<file path="src/rtl/cpu6_csrfile.sv">
// cpu6_csrfile -- machine-mode CSR file for the cpu6 core.
//
// Holds mstatus (MIE/MPIE), misa (read-only), mtvec, mscratch, mepc, mcause
// and the 64-bit mcycle/minstret counters. Reads are combinational. Writes,
// trap entry and MRET update state on the rising edge.
//
// Ports:
//   clk, reset            core clock; asynchronous active-high reset
//   csr_valid/op/imm_sel  CSR instruction qualifier, operation, operand select
//   csr_idx               CSR address
//   csr_rs1_dat/zimm      register or immediate source operand
//   csr_src_zero          source is x0 / zimm==0 (RS/RC must not write)
//   exc_valid/cause/pc    trap request
//   mret_valid            MRET retiring
//   instret_inc           one instruction retired this cycle
//   csr_read_dat          current value of CSR csr_idx (combinational)
//   csr_write_dat         value that would be written (combinational)
//   illegal_csr           unimplemented index or write to a read-only CSR
//   trap_redirect/pc      registered one-cycle fetch redirect and its target
module cpu6_csrfile (
  input  logic        clk,
  input  logic        reset,
  input  logic        csr_valid,
  input  logic [1:0]  csr_op,
  input  logic        csr_imm_sel,
  input  logic [11:0] csr_idx,
  input  logic [31:0] csr_rs1_dat,
  input  logic [4:0]  csr_zimm,
  input  logic        csr_src_zero,
  input  logic        exc_valid,
  input  logic [3:0]  exc_cause,
  input  logic [31:0] exc_pc,
  input  logic        mret_valid,
  input  logic        instret_inc,
  output logic [31:0] csr_read_dat,
  output logic [31:0] csr_write_dat,
  output logic        illegal_csr,
  output logic        trap_redirect,
  output logic [31:0] trap_pc
);

  localparam logic [1:0]  OP_RW = 2'b01;
  localparam logic [1:0]  OP_RS = 2'b10;
  localparam logic [1:0]  OP_RC = 2'b11;

  localparam logic [11:0] A_MSTATUS   = 12'h300;
  localparam logic [11:0] A_MISA      = 12'h301;
  localparam logic [11:0] A_MTVEC     = 12'h305;
  localparam logic [11:0] A_MSCRATCH  = 12'h340;
  localparam logic [11:0] A_MEPC      = 12'h341;
  localparam logic [11:0] A_MCAUSE    = 12'h342;
  localparam logic [11:0] A_MCYCLE    = 12'hB00;
  localparam logic [11:0] A_MINSTRET  = 12'hB02;
  localparam logic [11:0] A_MCYCLEH   = 12'hB80;
  localparam logic [11:0] A_MINSTRETH = 12'hB82;

  localparam logic [31:0] MISA_VAL = 32'h4000_0100;

  logic        mie_reg, mpie_reg;
  logic [31:2] mtvec_reg;
  logic [31:0] mscratch_reg;
  logic [31:2] mepc_reg;
  logic        mcause_int_reg;
  logic [3:0]  mcause_code_reg;
  logic [63:0] mcycle_reg, minstret_reg;
  logic        trap_redirect_reg;
  logic [31:0] trap_pc_reg;

  logic        idx_hit;
  logic        idx_ro;
  logic [31:0] src;
  logic        write_attempt;
  logic        we;

  // Read mux; idx_hit marks implemented addresses.
  always_comb begin
    idx_hit      = 1'b1;
    csr_read_dat = 32'h0;
    case (csr_idx)
      A_MSTATUS:   csr_read_dat = {24'h0, mpie_reg, 3'b000, mie_reg, 3'b000};
      A_MISA:      csr_read_dat = MISA_VAL;
      A_MTVEC:     csr_read_dat = {mtvec_reg, 2'b00};
      A_MSCRATCH:  csr_read_dat = mscratch_reg;
      A_MEPC:      csr_read_dat = {mepc_reg, 2'b00};
      A_MCAUSE:    csr_read_dat = {mcause_int_reg, 27'h0, mcause_code_reg};
      A_MCYCLE:    csr_read_dat = mcycle_reg[31:0];
      A_MCYCLEH:   csr_read_dat = mcycle_reg[63:32];
      A_MINSTRET:  csr_read_dat = minstret_reg[31:0];
      A_MINSTRETH: csr_read_dat = minstret_reg[63:32];
      default:     idx_hit = 1'b0;
    endcase
  end

  assign idx_ro = (csr_idx == A_MISA);
  assign src    = csr_imm_sel ? {27'h0, csr_zimm} : csr_rs1_dat;

  always_comb begin
    case (csr_op)
      OP_RW:   csr_write_dat = src;
      OP_RS:   csr_write_dat = csr_read_dat | src;
      OP_RC:   csr_write_dat = csr_read_dat & ~src;
      default: csr_write_dat = csr_read_dat;
    endcase
  end

  // RS/RC with a zero source are pure reads: they never write and so never
  // trip the read-only check.
  assign write_attempt = (csr_op == OP_RW) |
                         (((csr_op == OP_RS) | (csr_op == OP_RC)) & ~csr_src_zero);
  assign illegal_csr   = csr_valid & (~idx_hit | (idx_ro & write_attempt));
  // A coinciding trap or MRET takes priority and drops the CSR write.
  assign we            = csr_valid & write_attempt & ~illegal_csr & ~exc_valid & ~mret_valid;

  always_ff @(posedge clk or posedge reset) begin
    if (reset) begin
      mie_reg           <= 1'b0;
      mpie_reg          <= 1'b0;
      mtvec_reg         <= '0;
      mscratch_reg      <= '0;
      mepc_reg          <= '0;
      mcause_int_reg    <= 1'b0;
      mcause_code_reg   <= '0;
      mcycle_reg        <= '0;
      minstret_reg      <= '0;
      trap_redirect_reg <= 1'b0;
      trap_pc_reg       <= '0;
    end else begin
      trap_redirect_reg <= 1'b0;

      // Writing either counter half freezes the whole counter for that cycle.
      if (we && csr_idx == A_MCYCLE)
        mcycle_reg <= {mcycle_reg[63:32], csr_write_dat};
      else if (we && csr_idx == A_MCYCLEH)
        mcycle_reg <= {csr_write_dat, mcycle_reg[31:0]};
      else
        mcycle_reg <= mcycle_reg + 64'd1;

      if (we && csr_idx == A_MINSTRET)
        minstret_reg <= {minstret_reg[63:32], csr_write_dat};
      else if (we && csr_idx == A_MINSTRETH)
        minstret_reg <= {csr_write_dat, minstret_reg[31:0]};
      else if (instret_inc)
        minstret_reg <= minstret_reg + 64'd1;

      if (exc_valid) begin
        mepc_reg          <= exc_pc[31:2];
        mcause_int_reg    <= 1'b0;
        mcause_code_reg   <= exc_cause;
        mpie_reg          <= mie_reg;
        mie_reg           <= 1'b0;
        trap_redirect_reg <= 1'b1;
        trap_pc_reg       <= {mtvec_reg, 2'b00};
      end else if (mret_valid) begin
        mie_reg           <= mpie_reg;
        mpie_reg          <= 1'b1;
        trap_redirect_reg <= 1'b1;
        trap_pc_reg       <= {mepc_reg, 2'b00};
      end else if (we) begin
        case (csr_idx)
          A_MSTATUS: begin
            mie_reg  <= csr_write_dat[3];
            mpie_reg <= csr_write_dat[7];
          end
          A_MTVEC:    mtvec_reg    <= csr_write_dat[31:2];
          A_MSCRATCH: mscratch_reg <= csr_write_dat;
          A_MEPC:     mepc_reg     <= csr_write_dat[31:2];
          A_MCAUSE: begin
            mcause_int_reg  <= csr_write_dat[31];
            mcause_code_reg <= csr_write_dat[3:0];
          end
          default: ;
        endcase
      end
    end
  end

  assign trap_redirect = trap_redirect_reg;
  assign trap_pc       = trap_pc_reg;

  // The low pc bits are architecturally discarded on trap entry.
  logic unused_pc_bits;
  assign unused_pc_bits = ^exc_pc[1:0];

endmodule

</file>
<file path="config.mk">
export PLATFORM = sky130hd
export DESIGN_NAME = cpu6_csrfile
export DESIGN_NICKNAME = d
export VERILOG_FILES = /design/src/rtl/cpu6_csrfile.sv
export SDC_FILE = /design/constraint.sdc
export NUM_CORES = 1
export LEC_CHECK = 0
export CAP_MARGIN = 20
export CORE_MARGIN = 2
export CORE_UTILIZATION = 52
export DETAILED_ROUTE_END_ITERATION = 8
export PLACE_DENSITY = 0.78
export SLEW_MARGIN = 20
export SYNTH_ARGS = -nofsm -noshare
export SYNTH_HDL_FRONTEND = slang
export SYNTH_SLANG_ARGS = --single-unit
</file>
<file path="constraint.sdc">
create_clock -name clk -period 9.6 [get_ports clk]
set_input_delay 1.92 -clock clk [delete_from_list [all_inputs] [get_ports clk]]
set_output_delay 1.92 -clock clk [all_outputs]
set_load 0.05 [all_outputs]
</file>
---- Yosys cells after proc, flatten, opt, wreduce, memory -nomap -nowiden ----
Index checks and enable logic that the tools add are counted.
Widths: inputs -> output; s select.
cells by class
  multiplexer cells ....................... 33
  bitwise logic cells ..................... 19
  reduce and logical (&&, ||, !) cells .... 20
  equality and inequality tests ........... 16
  add/subtract/negate cells ............... 2
operators with widths
  cell                   number
  $pmux 32 s10           1
  $mux 64                3
  $mux 32                5
  $add 64x1->64 const B  2
  $mux 30                4
  $pmux 32 s3            1
  $eq 12x10->1 const B   6
  $eq 12x12->1 const B   4
  $and 32x32->32         1
  $not 32->32            1
  $or 32x32->32          1
  $mux 4                 4
  $mux 1                 15
  $reduce_bool 2->1      6
  $reduce_or 10->1       1
  $reduce_and 4->1       2
  $and 1x1->1            7
  $ne 2x2->1 const B     3
  $not 1->1              6
  $reduce_and 2->1       3
  $reduce_and 3->1       2
  $reduce_bool 3->1      2
  $eq 2x2->1 const B     2
  $logic_and 1x1->1      4
  other kinds (2)        4
storage, ports and cells
  bits of input ports ..................... 95
  bits in registers ....................... 260
  output and inout port bits .............. 98
  word-level logic and storage cells ...... 103

---- Logic depth before layout (Yosys ltp) ----
  depth in word-level cells ............... 14
  gate-level depth with buffers ........... 12
  mapped depth without buffers ............ 8

---- Worst setup path after synthesis ----
Ideal clock, no wire load.
  kind .................................... in2out
  from .................................... input port csr_idx[7]
  to ...................................... output port csr_write_dat[2]
  path buffers ............................ 1
  required time ........................... 7.680 ns
  cell stages on the path ................. 6
  setup slack ............................. 2.672 ns
  data arrival time ....................... 5.008 ns
  path through ............................ buf_2 > nor4b_2 > nand2_1 > o311ai_1 > o22ai_1 > inv_1
between the ends
  longest elaborated chain between the ends .. 4
  elaborated cells between the ends (all ways) .. 14
  classes of those cells .................. eq/ne (10); mux (2); bitwise (2)
RTL lines
  item                                                    line      source
  start, declared                                         26        input logic [11:0] csr_idx,
  $eq 12x12->1 / $eq 12x10->1 (equally long branches)     79        case (csr_idx)
  $pmux 32 s10 (*)                                        79
  net csr_read_dat[2]                                     35        output logic [31:0] csr_read_dat,
  $and 32x32->32 / $or 32x32->32 (equally long branches)  101, 100
  $pmux 32 s3 (*)                                         98        case (csr_op)
  end, declared                                           36        output logic [31:0] csr_write_dat,
The timed path passes the listed nets; every way through them passes the cells marked *.

---- Final worst setup path ----
  from .................................... input port csr_idx[2]
  to ...................................... output port csr_write_dat[30]
between the ends
  longest elaborated chain between the ends .. 4
  elaborated cells between the ends (all ways) .. 14
  classes of those cells .................. eq/ne (10); mux (2); bitwise (2)
RTL lines
  item                                                    line
  $eq 12x12->1 / $eq 12x10->1 (equally long branches)     79
  $pmux 32 s10 (*)                                        79
  $and 32x32->32 / $or 32x32->32 (equally long branches)  101, 100
  $pmux 32 s3 (*)                                         98
Every way passes the cells marked *; elsewhere a longest branch is shown, timed or not.

==> metrics.txt <==
wire length of the first global-routing pass=114 mm; number of rows created at floorplan=65; Synth Area per Inst=8.53 sq um; post-route clock skew=18.4 ps; count of hold-fix buffers inserted at cts=0; count of flip-flops with a built-in enable after synthesis=0; post-detailed-route via-to-cell ratio=7.08; maximum frequency from static timing analysis=118 MHz; netlist area before placement=16600 sq um; most frequent standard cell in the layout excluding fill and tap cells=sky130_fd_sc_hd__nand2_1; Hold Worst Slack=480 ps; pin count of the biggest net entering global routing=153; Routed Antenna Nets=0; CP top delay family=buffers and inverters; Seq/Total Area, Yosys=38.8%; clock root cell=sky130_fd_sc_hd__clkbuf_16; Critical path buffers and inverters=4; maximum fanout encountered on the critical timing path=21; starting utilization of the core area=52.7%; crit path max-delay cell type=sky130_fd_sc_hd__nor4bb_1; I/O Buffers=188; post-synthesis async set-or-reset flop share=100%; total overflow reported by the global router=0; total power draw=2.87 mW; required arrival time at the worst endpoint=7680 ps; TritonCTS clock tree=yes; run status=finished, final reports clean; Filler Cells Inserted=2716; initial antenna violation count=0; Critical Path Max Stage Delay=1060 ps; Syn Inst Count=1951; Post-route DRC=0; distinct cell type count after synthesis=106; prevailing post-synth register cell=sky130_fd_sc_hd__dfrtp_1; chip height=183 um; number of failing setup endpoints in the final timing report=0; number of buffers created by CTS=31; Worst Tran Pin Value=1260 ps; later-pin clock latency in the skew report=590 ps; worst IR drop on VDD=0.136 mV; worst setup slack for register-to-register paths=6180 ps; DRT iter0 DRCs=2655; first-pass detailed-route iteration total=7; start-to-end type of the worst setup path=input port to output pin; Non-Filler Instances=2527; I/O pins=193; Tcrit/Tclk final=88.4%; clock sinks=258; worst hold-check path type=register to register; clock-pin slew of the registers on the worst-case setup and hold paths=60 ps; number of global-route vias before repair=16800; Critical Path Most Common Cell=sky130_fd_sc_hd__clkdlybuf4s50_1; Floorplan Core Area=31600 sq um; final hold viol count=0; layout cells sized above 1=9.19%; post-DR wirelength/cell=31.0 um; total power divided by cell area=145 nW/um^2; commonest cells after routing, fill and taps aside=276 x sky130_fd_sc_hd__nand2_1, 258 x sky130_fd_sc_hd__dfrtp_1, 194 x sky130_fd_sc_hd__o21ai_0; number of buffers inserted by post-CTS setup repair=0; Max Slew Vio Count=0; cell-by-cell trace of the critical path=clkdlybuf4s50_1, nor4bb_1, and3_1, buf_4, nand2_1, o211ai_1, o31ai_1, inv_1, clkdlybuf4s50_1; final routed wirelength across all metal layers=78.3 mm; Lkg Pwr=8.25 nW; weighted congestion reported at the end of routability-driven placement=1.01; vias after detailed routing=17900; CP arrival=6560 ps; unrepaired setup endpoints after global routing=false; aggregate global-route resource usage=46.6%; number of warning messages in the yosys log=0; post-detail-place hpwl=56.7 mm; total number of H-tree levels=1; post_cts resized=0; endpoint type of the worst setup path=output pin; type of element launching the critical path=input port; number of nets at the end of the flow=2198; final period demand of the worst path=8480 ps; post-synthesis to final-layout area growth=19.3%; setup tns final=0 ps; number of cells in the design after placement=2470; relative max-transition margin=15.3%; die outline area=33400 sq um; Horiz. Die Dim=183 um; number of max-cap violations=0; deepest clock path buffer count=3; number of storage elements in the synthesis netlist=258
==> metrics by stage <==
stage	util [%]	worst slack (ps)	area, sq um
floorplan	-	582	16600
global placement	59.7	1360	18800
detailed placement	59.7	1420	18800
CTS	62.8	1410	19800
global route	62.8	1270	19800
finish	62.9	1120	19800
==> worst register-to-register path, stage by stage, from the launching register on <==
cell and delay (ps):
sky130_fd_sc_hd__dfrtp_1 500, sky130_fd_sc_hd__nand4_1 290, sky130_fd_sc_hd__or3_1 450, sky130_fd_sc_hd__nor4_1 770, sky130_fd_sc_hd__nand3_1 250, sky130_fd_sc_hd__nor4_1 740
sky130_fd_sc_hd__a32o_1 260, sky130_fd_sc_hd__a21oi_1 40
==> cell type report <==
class	instances	area, sq um	area share (%)
timing repair buffer	247	2330	11.7
antenna	3	7.51	0.0378
tap	402	503	2.54
clock inverter	13	138	0.694
sequential	258	6460	32.5
inverter	67	259	1.31
multi-input combinational	1496	9310	46.9
clock buffer	41	843	4.25
==> worst paths after layout <==
check	startpoint	to	depth (start not counted)
setup / recovery	csr_idx[2]	csr_write_dat[30]	9
hold / removal	mscratch_reg[9]	mscratch_reg[9]	2
setup reg to reg	minstret_reg[9]	minstret_reg[56]	7
hold reg to reg	mscratch_reg[9]	mscratch_reg[9]	2
max in group asynchronous	reset	mcycle_reg[46]	3
min in group asynchronous	reset	mscratch_reg[3]	2
==> metal layers <==
metal / vias up / routed length, um / track usage (%)
li1: 7477 / - / -
met1: 8638 / 29100 / 61.7
met2: 1440 / 32300 / 67.2
met3: 346 / 9950 / 11.6
met4: 0 / 6930 / 32.1
met5: - / 0 / 0
==> power by group <==
part	internal (mW)	leakage [nW]	switching (mW)
registers	1.14	3.30	0.0949
logic	0.166	4.47	0.290
clock network	0.669	0.479	0.506
total	1.98	8.25	0.891
==> cell usage after synthesis (37+ instances only) <==
library cell	number	area share [%]
sky130_fd_sc_hd__nor2_1	121	2.7
sky130_fd_sc_hd__inv_1	65	1.5
sky130_fd_sc_hd__xnor2_1	56	2.9
sky130_fd_sc_hd__dfrtp_1	258	39
sky130_fd_sc_hd__clkbuf_1	63	1.4
sky130_fd_sc_hd__nand4_1	53	2.0
sky130_fd_sc_hd__a22oi_1	61	2.8
sky130_fd_sc_hd__nand2_1	277	6.3
sky130_fd_sc_hd__nand3_1	66	2.0
sky130_fd_sc_hd__a21oi_1	92	2.8
sky130_fd_sc_hd__mux2i_1	66	4.0
sky130_fd_sc_hd__and3_1	37	1.4
sky130_fd_sc_hd__o21ai_0	194	5.8
==> cells by family (layout without fill, tap and decap cells) <==
family / after synthesis / after routing / share of synthesized area (%)
AOI/OAI and AO/OA: 578 / 578 / 22.7
xor gates and xnor gates: 77 / 77 / 4.05
adders and majority gates: 2 / 2 / 0.150
buffers and inverters: 198 / 368 / 5.48
DFF: 258 / 258 / 38.8
muxes: 75 / 75 / 4.58
other: 1 / 5 / 0.0225
and+or+nand+nor: 762 / 762 / 24.2
No activity file was read; power rests on OpenSTA's default activity.
